## src/rtl/ibuf_pkg.sv

```systemverilog
// ibuf_pkg: shared constants and elaboration helpers for pad-input blocks
package ibuf_pkg;
    localparam int SYNC_MIN = 2;
    localparam int SYNC_MAX = 4;
    localparam int FILT_MAX = 255;
    function automatic int clog2(input int v);
        int r = 0;
        while ((1 << r) < v) r++;
        return r;
    endfunction
    function automatic bit sync_ok(input int n);
        return n >= SYNC_MIN && n <= SYNC_MAX;
    endfunction
    function automatic bit filt_ok(input int n);
        return n >= 1 && n <= FILT_MAX;
    endfunction
endpackage

```

## src/rtl/ibuf_sync_chain.sv

```systemverilog
// ibuf_sync_chain: multi-flop synchronizer bringing an async pad level into the clock domain
module ibuf_sync_chain
    import ibuf_pkg::*;
#(
    parameter int   STAGES = 2,
    parameter logic INIT   = 1'b0
) (
    input  logic i_clk,
    input  logic i_rst,
    input  logic i_d,
    output logic o_q
);
    if (!sync_ok(STAGES)) begin : g_bad_stages
        $error("ibuf_sync_chain: STAGES out of range");
    end
    (* ASYNC_REG = "TRUE" *) logic [STAGES-1:0] r_s;
    // shift the pad level through the chain every edge; reset loads the idle level
    always_ff @(posedge i_clk) begin
        r_s <= i_rst ? {STAGES{INIT}} : {r_s[STAGES-2:0], i_d};
    end
    assign o_q = r_s[STAGES-1];
endmodule

```

## src/rtl/ibuf_sync_filter.sv

```systemverilog
// ibuf_sync_filter: synchronized, glitch-filtered pad input with edge strobes and glitch counter
module ibuf_sync_filter
    import ibuf_pkg::*;
#(
    parameter int   SYNC_STAGES = 2,
    parameter int   FILT_CYCLES = 4,
    parameter logic INIT        = 1'b0
) (
    input  logic       C,
    input  logic       R,
    input  logic       CE,
    input  logic       I,
    input  logic       GCLR,
    output logic       O,
    output logic       RISE,
    output logic       FALL,
    output logic [7:0] GLITCH_CNT
);
    if (!filt_ok(FILT_CYCLES)) begin : g_bad_filt
        $error("ibuf_sync_filter: FILT_CYCLES out of range");
    end
    localparam int CW = clog2(FILT_CYCLES + 1);
    logic          w_sync;
    logic          w_diff;
    logic          w_fire;
    logic          w_reject;
    logic [CW-1:0] w_cnt_inc;
    logic [CW-1:0] r_cnt;
    logic          r_o;
    logic          r_rise;
    logic          r_fall;
    logic [7:0]    r_gc;
    ibuf_sync_chain #(
        .STAGES(SYNC_STAGES),
        .INIT  (INIT)
    ) u_sync (
        .i_clk(C),
        .i_rst(R),
        .i_d  (I),
        .o_q  (w_sync)
    );
    assign w_diff    = w_sync != r_o;
    assign w_cnt_inc = r_cnt + 1'b1;
    assign w_fire    = w_diff && (w_cnt_inc == CW'(FILT_CYCLES));
    assign w_reject  = !w_diff && (r_cnt != '0);
    // persistence filter: a new level must hold FILT_CYCLES enabled cycles; aborted runs count as glitches
    always_ff @(posedge C) begin
        if (R) begin
            r_o    <= INIT;
            r_cnt  <= '0;
            r_rise <= 1'b0;
            r_fall <= 1'b0;
            r_gc   <= '0;
        end else begin
            r_rise <= CE && w_fire && w_sync;
            r_fall <= CE && w_fire && !w_sync;
            if (CE) begin
                r_cnt <= (w_diff && !w_fire) ? w_cnt_inc : '0;
                if (w_fire) r_o <= w_sync;
            end
            if (GCLR) r_gc <= '0;
            else if (CE && w_reject && r_gc != 8'hFF) r_gc <= r_gc + 8'd1;
        end
    end
    assign O          = r_o;
    assign RISE       = r_rise;
    assign FALL       = r_fall;
    assign GLITCH_CNT = r_gc;
endmodule

```

## config.mk

```make
export PLATFORM = sky130hd
export DESIGN_NAME = ibuf_sync_filter
export DESIGN_NICKNAME = d
export VERILOG_FILES = /design/src/rtl/ibuf_pkg.sv /design/src/rtl/ibuf_sync_chain.sv /design/src/rtl/ibuf_sync_filter.sv
export SDC_FILE = /design/constraint.sdc
export NUM_CORES = 1
export LEC_CHECK = 0
export BUFFER_PORTS_ARGS = -buffer_cell sky130_fd_sc_hd__buf_4
export CAP_MARGIN = 20
export CORE_UTILIZATION = 50
export CTS_BUF_LIST = sky130_fd_sc_hd__clkbuf_16
export CTS_CLUSTER_DIAMETER = 40
export DETAILED_ROUTE_END_ITERATION = 8
export PLACE_DENSITY = 0.79
export REMOVE_ABC_BUFFERS = 1
export SLEW_MARGIN = 40
export SYNTH_ARGS = -nofsm -noshare
export SYNTH_HDL_FRONTEND = slang
export SYNTH_SLANG_ARGS = --single-unit
export TNS_END_PERCENT = 50
```

## constraint.sdc

```tcl
create_clock -name C -period 1.8 [get_ports C]
set_input_delay 0.36 -clock C [delete_from_list [all_inputs] [get_ports C]]
set_output_delay 0.36 -clock C [all_outputs]
set_load 0.05 [all_outputs]
```

==> out/qor.yml, run 1 <==
clk_path_buf_depth: 2
synth.area.top_cells: "dfxtp_1 40%, ha_1 6.2%, a21oi_1 4.3%"
clk_latency_ns: 0.25
worstSetupEndpointType: "register"
synth_top_area_share_pct: 39.7
drc_errors: 0
layout-drive-gt1-share_pct: 25.5
drt_iter0_drc: 17
cts.sinks: 16
path_clk_slew_ns: 0.05
crit_fanout: 11
areaGrowthSynthToFinish_pct: 25.7
num_rows: 14
fin_cells: 122
antenna_found_initial: 0
grt_pass1_wl_um: 2430
num-nets-final: 116
wl_um: 1590
routedWlPerCell_um: 13.0
min_period_ns: 1.72
synth.most_common_cell: "dfxtp_1"
vias: 707
post_cts_resized: 0
powerDensity_nw_per_um2: 814
postLayoutCoreUtil_pct: 67.4
viasPerCell: 5.80
async_flop_share_pct: 0
drv_cap: 0
cp_cell_sequence: "inv_1 > ha_1 > nand2b_1 > nand3_4 > or4_1 > and3_1"
drv_slew: 0
yosysUniqueCellTypes: 35
status: "finished, final reports clean"
ys_ff_latch: 16
fin_tns_setup_ns: 0
gp_congestion: 0.744
dp_cells: 116
synth_edf_count: 0
die_h_um: 42.2
dr.pass1.iters: 4
fmax_mhz: 580
cp.required_ns: 1.94
overflow: 0
hold_viol_final: 0
avgSynthCellArea_sq_um: 9.17
criticalPathCategory: "register to register"
cts_tree: "yes"
synthTopCellsByCount: "16 x dfxtp_1, 7 x a21oi_1, 6 x nor2_1"
hold_path_class: "input port to register"
synth_top_cell_by_area: "dfxtp_1"
die-area_sq_um: 1780
peakVddDrop_v: 0.000701
setup_viol: 0
crit_path_max_incr_delay_ns: 0.49
htreeDepth: 1
rsz0062_at_grt: "no"
post-route-period-util_pct: 95.8
ant_nets: 0
numPortBuffers: 15
start_kind: "register"
grt_pass1_vias: 589
max_slew_margin_pct: 63.6
ys_seq_area_share_pct: 39.7
core_area_sq_um: 1510
grtUsageTotal_pct: 18.6
cts_root_buf: "clkbuf_16"
arrival_ns: 1.86
diodes: 0
hpwl_um: 1110
p_leak_nw: 0.392
worstMarginPinSlew_ns: 0.544
ys.flop_type: "dfxtp_1"
io_pins: 16
ys_warn_count: 0
start_util_pct: 53.6
finClkSkew_ns: 0.00304
cts_buffers: 3
grt_max_degree: 14
synthCells: 88
syn_area_sq_um: 807
fp.dieW_um: 42.2
cpMaxStageDelayCell: "or4_1"
-- per-layer routing --
metal / up-vias / GRT usage (%) / wire length (um)
met2: 14 / 30.8 / 823
met5: - / 0 / 0
met3: 5 / 5.17 / 64
met4: 0 / 13.1 / 45
li1: 360 / - / -
met1: 328 / 20.2 / 659
-- through the flow --
stage,setup slack [ns],hold WS [ns],area (sq um),power (W)
after floorplan,-0.0674,0.414,788,0.000383
after global placement,0.159,0.425,921,0.000398
after detailed placement,0.0639,0.431,921,0.000399
final,0.0756,0.327,1010,0.000826
after CTS,0.0560,0.328,1000,0.000835
after global routing,0.00883,0.329,1010,0.000846
-- state kept, by name (all words and copies together) (netlist names) --
signal and cells:
r_cnt 3, O 1, u_sync.r_s 2, FALL 1, GLITCH_CNT 8, RISE 1
-- where the power goes --
group / switching (W) / total (W) / internal [W]
Clock: 0.000139 / 0.000434 / 0.000295
Sequential: 0.00000263 / 0.000360 / 0.000358
Combinational: 0.0000175 / 0.0000316 / 0.0000142
-- kinds of logic (layout without fill, tap and decap cells) --
kind of cell | count (synthesis) | in the layout | share of synthesized area [%]
mux | 2 | 2 | 2.48
xor+xnor | 2 | 2 | 4.50
fa+ha+maj | 4 | 4 | 6.20
simple gates | 39 | 39 | 28.8
flops | 16 | 16 | 39.7
compound gates | 17 | 17 | 13.6
buf+inv | 8 | 26 | 4.65
-- worst paths after layout --
path                            slack [ns]                startpoint                    endpoint  depth (start not counted)
worst max-delay path                  0.08     r_cnt[0]$_SDFFE_PP0P_  GLITCH_CNT[6]$_SDFFE_PP0P_                          6
worst min-delay path                  0.33                         I    u_sync.r_s[0]$_SDFF_PP0_                          2
worst min register to register        0.44  u_sync.r_s[0]$_SDFF_PP0_    u_sync.r_s[1]$_SDFF_PP0_                          1
worst max register to register        0.08     r_cnt[0]$_SDFFE_PP0P_  GLITCH_CNT[6]$_SDFFE_PP0P_                          6
-- layout by cell type (no fill, tap or decap), types with 3 or more instances in the layout --
cell type	instances
buf_4	17
dfxtp_1	16
a21oi_1	7
nor2_1	6
inv_1	5
nand2_1	5
nand3_1	5
ha_1	4
or4_1	3
clkbuf_16	3
-- final cells by class --
cell class | instances | area [sq um]
fillers | 132 | 492
multi-input cells | 64 | 449
flip-flops and latches | 16 | 320
repair buffers | 17 | 128
clock buffers | 3 | 75.1
well taps | 16 | 20.0
inverters | 5 | 18.8
clock inverters | 1 | 3.75
-- critical path, delay by kind of cell, from the launching register on --
family                   cells  cell delay [ns]
adder cells (fa/ha/maj)      1             0.20
AND/OR/NAND/NOR              4             0.96
flip-flops                   1             0.37
buffers and inverters        1             0.08
-- timing repair --
action / CTS / global route
setup buffers: 0 / 2
endpoints found under the setup margin: 0 / 2
hold buffers: 0 / 0
Power figures use the tool's default switching activity.
==> run 2: changes to the inputs <==
- CTS_BUF_LIST: sky130_fd_sc_hd__clkbuf_16 -> sky130_fd_sc_hd__clkbuf_8
==> out/qor.yml, run 2 (synthesized netlist as in run 1, its figures left out) <==
cts_root_buf: "clkbuf_8"  # was clkbuf_16
drt_iter0_drc: 18  # was 17
regToRegSetupSlack_ns: 0.1  # was 0.08 ns
cts_tree: "yes"  # unchanged
holdPathEnd: "u_sync.r_s[0]$_SDFF_PP0_"  # unchanged
path_clk_slew_ns: 0.06  # was 0.05 ns
overflow: 0  # unchanged
cp.required_ns: 1.95  # was 1.94 ns
drv_cap: 0  # unchanged
grtUsageTotal_pct: 19.0  # was 18.6%
hpwl_um: 1110  # unchanged
finClkSkew_ns: 0.00388  # was 0.00304 ns
worstHoldStart: "I"  # unchanged
criticalPathCategory: "register to register"  # unchanged
ff_latch_area_sq_um: 322  # was 320 sq um
areaGrowthSynthToFinish_pct: 21.1  # was 25.7%
fin_cells: 120  # was 122
grt_pass1_wl_um: 2500  # was 2430 um
holdPathStages: 2  # unchanged
rsz0062_at_grt: "no"  # unchanged
start_kind: "register"  # unchanged
numPortBuffers: 15  # unchanged
htreeDepth: 1  # unchanged
worstMarginPinSlew_ns: 0.549  # was 0.544 ns
crit_fanout: 13  # was 11
cts_buffers: 3  # unchanged
ant_nets: 0  # unchanged
reg2reg_to: "GLITCH_CNT[6]$_SDFFE_PP0P_"  # unchanged
fp.dieW_um: 42.2  # unchanged
fmax_mhz: 588  # was 580 MHz
drc_errors: 0  # unchanged
powerDensity_nw_per_um2: 728  # was 814 nW/um^2
routedWlPerCell_um: 12.8  # was 13.0 um
max_slew_margin_pct: 63.3  # was 63.6%
gp_congestion: 0.744  # unchanged
nFillCells: 142  # was 132
largest_reg_flops: 8  # unchanged
hold_path_class: "input port to register"  # unchanged
worstSetupEndpointType: "register"  # unchanged
wl_um: 1530  # was 1590 um
dr.pass1.iters: 4  # unchanged
status: "finished, final reports clean"  # unchanged
post-route-period-util_pct: 94.6  # was 95.8%
r2r_cells: 6  # unchanged
clk_latency_ns: 0.25  # about the same
core_area_sq_um: 1510  # unchanged
multi_input_area_sq_um: 449  # unchanged
setup_viol: 0  # unchanged
die_h_um: 42.2  # unchanged
antenna_found_initial: 0  # unchanged
min_period_ns: 1.70  # was 1.72 ns
num_rows: 14  # unchanged
hold_viol_final: 0  # unchanged
diodes: 0  # unchanged
viasPerCell: 5.95  # was 5.80
num-nets-final: 114  # was 116
grt_max_degree: 14  # unchanged
clk_path_buf_depth: 2  # unchanged
drv_slew: 0  # unchanged
cts.sinks: 16  # unchanged
final_cell_mix: "15 x dfxtp_1, 15 x buf_4, 7 x a21oi_1, 6 x nor2_1"  # was 17 x buf_4, 16 x dfxtp_1, 7 x a21oi_1, 6 x nor2_1
peakVddDrop_v: 0.000608  # was 0.000701 V
r2r_start: "r_cnt[1]$_SDFFE_PP0P_"  # was r_cnt[0]$_SDFFE_PP0P_
start_util_pct: 53.6  # unchanged
die-area_sq_um: 1780  # unchanged
layout-drive-gt1-share_pct: 26.0  # was 25.5%
fin_tns_setup_ns: 0  # unchanged
io_pins: 16  # unchanged
vias: 714  # was 707
dp_cells: 116  # unchanged
p_leak_nw: 0.374  # was 0.392 nW
arrival_ns: 1.85  # was 1.86 ns
grt_pass1_vias: 596  # was 589
==> run 2: timing repair <==
action                                 4_1_cts  5_1_grt
endpoints found under the hold margin        0        0
buffers inserted                             0        0
hold buffers                                 0        0
setup endpoints to repair                    0        2
resized for setup                            0        1
==> run 2: report_power, final <==
part / switching (W) / total, W / internal (W) / leakage, nW
Clock: 0.000127 / 0.000321 / 0.000194 / 0.0288
Combinational: 0.0000173 / 0.0000310 / 0.0000137 / 0.216
Sequential: 0.00000263 / 0.000360 / 0.000357 / 0.130
Total: 0.000147 / 0.000712 / 0.000565 / 0.374
==> run 2: how the worst max path moves through the flow <==
stage	startpoint	slack, ns	end
after floorplan	GLITCH_CNT[0]$_SDFFE_PP0P_	-0.07	GLITCH_CNT[6]$_SDFFE_PP0P_
after global placement	r_cnt[0]$_SDFFE_PP0P_	0.16	GLITCH_CNT[6]$_SDFFE_PP0P_
after detailed placement	r_cnt[0]$_SDFFE_PP0P_	0.06	GLITCH_CNT[6]$_SDFFE_PP0P_
after CTS	r_cnt[0]$_SDFFE_PP0P_	0.05	GLITCH_CNT[6]$_SDFFE_PP0P_
after global routing	r_cnt[1]$_SDFFE_PP0P_	0.04	GLITCH_CNT[6]$_SDFFE_PP0P_
final	r_cnt[1]$_SDFFE_PP0P_	0.1	GLITCH_CNT[6]$_SDFFE_PP0P_
==> run 2: metrics by stage <==
step	power, W	hold WS [ns]	cell area [sq um]	util (%)	setup WS [ns]
2_1_floorplan	0.000383	0.414	788	-	-0.0674
3_3_place_gp	0.000398	0.425	921	61.1	0.159
3_5_place_dp	0.000399	0.431	921	61.1	0.0639
4_1_cts	0.000720	0.321	976	64.8	0.0548
5_1_grt	0.000733	0.318	977	64.9	0.0382
6_report	0.000712	0.319	977	64.9	0.0980
==> run 2: final cells by class <==
cell class                 count  area share [%]
multi-input combinational     64            46.0
inverter                       5            1.92
tap                           16            2.05
timing repair buffer          15            11.5
clock buffer                   4            5.63
sequential                    16            32.9
==> run 2: worst max-delay path, stage by stage (launching register included) <==
cell,delay (ns)
dfxtp_1,0.38
inv_1,0.06
ha_1,0.18
nand2b_1,0.13
nand3_4,0.16
or4_1,0.49
and3_1,0.20
==> run 2: layer usage <==
layer,global-route usage [%],routed length [um],vias to the layer above
met5,0,0,-
met4,11.3,38,0
met3,5.17,63,5
met2,32.9,795,17
met1,20.2,638,337
li1,-,-,355
==> run 3: changes to the inputs <==
- PLACE_DENSITY: 0.79 -> 0.82
- clock period: 1.8 -> 1.4 ns (I/O delays scaled with it)
==> out/qor.yml, run 3 (synthesized netlist as in run 1, its figures left out) <==
status: "finished with violations"  # was finished, final reports clean
violations: "setup timing"
pwr-share-clk_pct: 44.3  # was 45.1%
comb_power_share_pct: 5.6  # was 4.4%
postLayoutCoreUtil_pct: 80.6  # was 64.9%
vias: 802  # was 714
fp.dieW_um: 42.2  # unchanged
worstMarginPinSlew_ns: 0.252  # was 0.549 ns
final_cell_mix: "32 x buf_4, 9 x dfxtp_1, 7 x dfxtp_2, 7 x a21oi_1"  # was 15 x dfxtp_1, 15 x buf_4, 7 x a21oi_1, 6 x nor2_1
nFillCells: 104  # was 142
grt_max_degree: 12  # was 14
cts_tree: "yes"  # unchanged
drc_errors: 0  # unchanged
gp_congestion: 0.864  # was 0.744
htreeDepth: 1  # unchanged
setup_viol: 4  # was 0
powerDensity_nw_per_um2: 759  # was 728 nW/um^2
core_area_sq_um: 1510  # unchanged
num-nets-final: 132  # was 114
die-area_sq_um: 1780  # unchanged
p_leak_nw: 0.469  # was 0.374 nW
clk_latency_ns: 0.25  # about the same
grt_pass1_vias: 751  # was 596
criticalPathCategory: "register to register"  # unchanged
cts_buffers: 3  # unchanged
cts_hold_buf: 0  # unchanged
drv_slew: 0  # unchanged
drv_cap: 0  # unchanged
crit_fanout: 3  # was 13
power_switching_share_pct: 20.4  # was 20.6%
num_rows: 14  # unchanged
internal_power_w: 0.000734  # was 0.000565 W
dr.pass1.iters: 4  # unchanged
seq_power_share_pct: 50.1  # was 50.5%
areaGrowthSynthToFinish_pct: 50.5  # was 21.1%
timing.hold.ws_ns: 0.238  # was 0.319 ns
min_period_ns: 1.45  # was 1.70 ns
finClkSkew_ns: 0.00188  # was 0.00388 ns
peakVddDrop_v: 0.000686  # was 0.000608 V
switching_power_w: 0.000188  # was 0.000147 W
path_clk_slew_ns: 0.06  # about the same
overflow: 0  # unchanged
grtUsageTotal_pct: 23.1  # was 19.0%
drt_iter0_drc: 16  # was 18
viasPerCell: 5.81  # was 5.95
diodes: 0  # unchanged
cts.sinks: 16  # unchanged
worstSetupEndpointType: "register"  # unchanged
hpwl_um: 1390  # was 1110 um
layout_commonest_cell: "buf_4"
layout-drive-gt1-share_pct: 51.6  # was 26.0%
ant_nets: 0  # unchanged
power.total_w: 0.000922  # was 0.000712 W
routedWlPerCell_um: 14.2  # was 12.8 um
die_h_um: 42.2  # unchanged
numPortBuffers: 15  # unchanged
clk_path_buf_depth: 2  # unchanged
cp_cell_sequence: "ha_4 > and2_4 > nand4_1 > or4_1 > and3_1"  # was inv_1 > ha_1 > nand2b_1 > nand3_4 > or4_1 > and3_1
layout_setup_ws_ns: -0.0484  # was 0.0980 ns
start_kind: "register"  # unchanged
cpMaxStageDelayCell: "or4_1"  # unchanged
start_util_pct: 53.6  # unchanged
crit_path_max_incr_delay_ns: 0.41  # was 0.49 ns
post-route-period-util_pct: 103  # was 94.6%
regToRegSetupSlack_ns: -0.05  # was 0.1 ns
hold_viol_final: 0  # unchanged
hold_path_class: "input port to register"  # unchanged
grt_pass1_wl_um: 3070  # was 2500 um
wl_um: 1950  # was 1530 um
arrival_ns: 1.60  # was 1.85 ns
fmax_mhz: 690  # was 588 MHz
largest_reg_flops: 8  # unchanged
antenna_found_initial: 0  # unchanged
max_slew_margin_pct: 83.0  # was 63.3%
rsz0062_at_grt: "yes"  # was no
cts_root_buf: "clkbuf_8"  # unchanged
io_pins: 16  # unchanged
cp.required_ns: 1.55  # was 1.95 ns
## run 3: changes by cell type in the layout (fill, tap and decap cells not counted), moves of 2 or more
cell / change
ha_1: -3
dfxtp_1: -6
nor4_4: +2
inv_2: +2
buf_4: +17
dfxtp_2: +6
ha_4: +3
inv_1: -2
## run 3: final cells by class
type | count | area, sq um | area share, %
clock buffers | 4 | 55.1 | 4.53
inverters | 5 | 18.8 | 1.54
multi-input cells | 64 | 541 | 44.5
flip-flops and latches | 16 | 329 | 27.1
well taps | 16 | 20.0 | 1.65
repair buffers | 33 | 251 | 20.7
## run 3: repair_timing
item,4_1_cts,5_1_grt
setup endpoints to repair,7,11
gates resized for setup,16,9
pin swaps,5,6
endpoints found under the hold margin,0,0
setup buffers,1,2
## run 3: through the flow
stage                     TNS [ns]  cell area (sq um)  std cells  setup WS (ns)
final                       -0.107               1210        138        -0.0484
after floorplan              -2.54                788         85         -0.467
after detailed placement    -0.927               1030        131         -0.156
after global placement      -0.430               1030        131        -0.0909
after global routing        -0.470               1210        138        -0.0956
after CTS                   -0.122               1150        136        -0.0497
## run 3: worst max-delay path: cells and delay by family, from the launching register on
kind / cells / cell delay, ns
flip-flops: 1 / 0.35
adder cells (fa/ha/maj): 1 / 0.15
AND/OR/NAND/NOR: 4 / 0.85
## run 3: worst paths after layout
check                                  start  cells after the start                          to
setup reg to reg  GLITCH_CNT[0]$_SDFFE_PP0P_                      5  GLITCH_CNT[6]$_SDFFE_PP0P_
hold / removal                             I                      2    u_sync.r_s[0]$_SDFF_PP0_
hold reg to reg     u_sync.r_s[0]$_SDFF_PP0_                      1    u_sync.r_s[1]$_SDFF_PP0_
setup / recovery  GLITCH_CNT[0]$_SDFFE_PP0P_                      5  GLITCH_CNT[6]$_SDFFE_PP0P_
## run 3: power by group through the flow
stage | logic [W] | registers, W | clock network, W
floorplan | 0.0000195 | 0.000473 | 0
global placement | 0.0000444 | 0.000471 | 0
detailed placement | 0.0000463 | 0.000471 | 0
CTS | 0.0000492 | 0.000462 | 0.000418
global route | 0.0000566 | 0.000462 | 0.000437
finish | 0.0000517 | 0.000462 | 0.000409
## run 3: per-layer routing
metal  part of all wire, %  track usage (%)  vias to the layer above
met1                    39             23.3                      384
met4                   2.7             13.8                        0
met5                     0                0                        -
met2                    54             42.2                       21
met3                   4.8             5.60                        8
li1                      -                -                      389
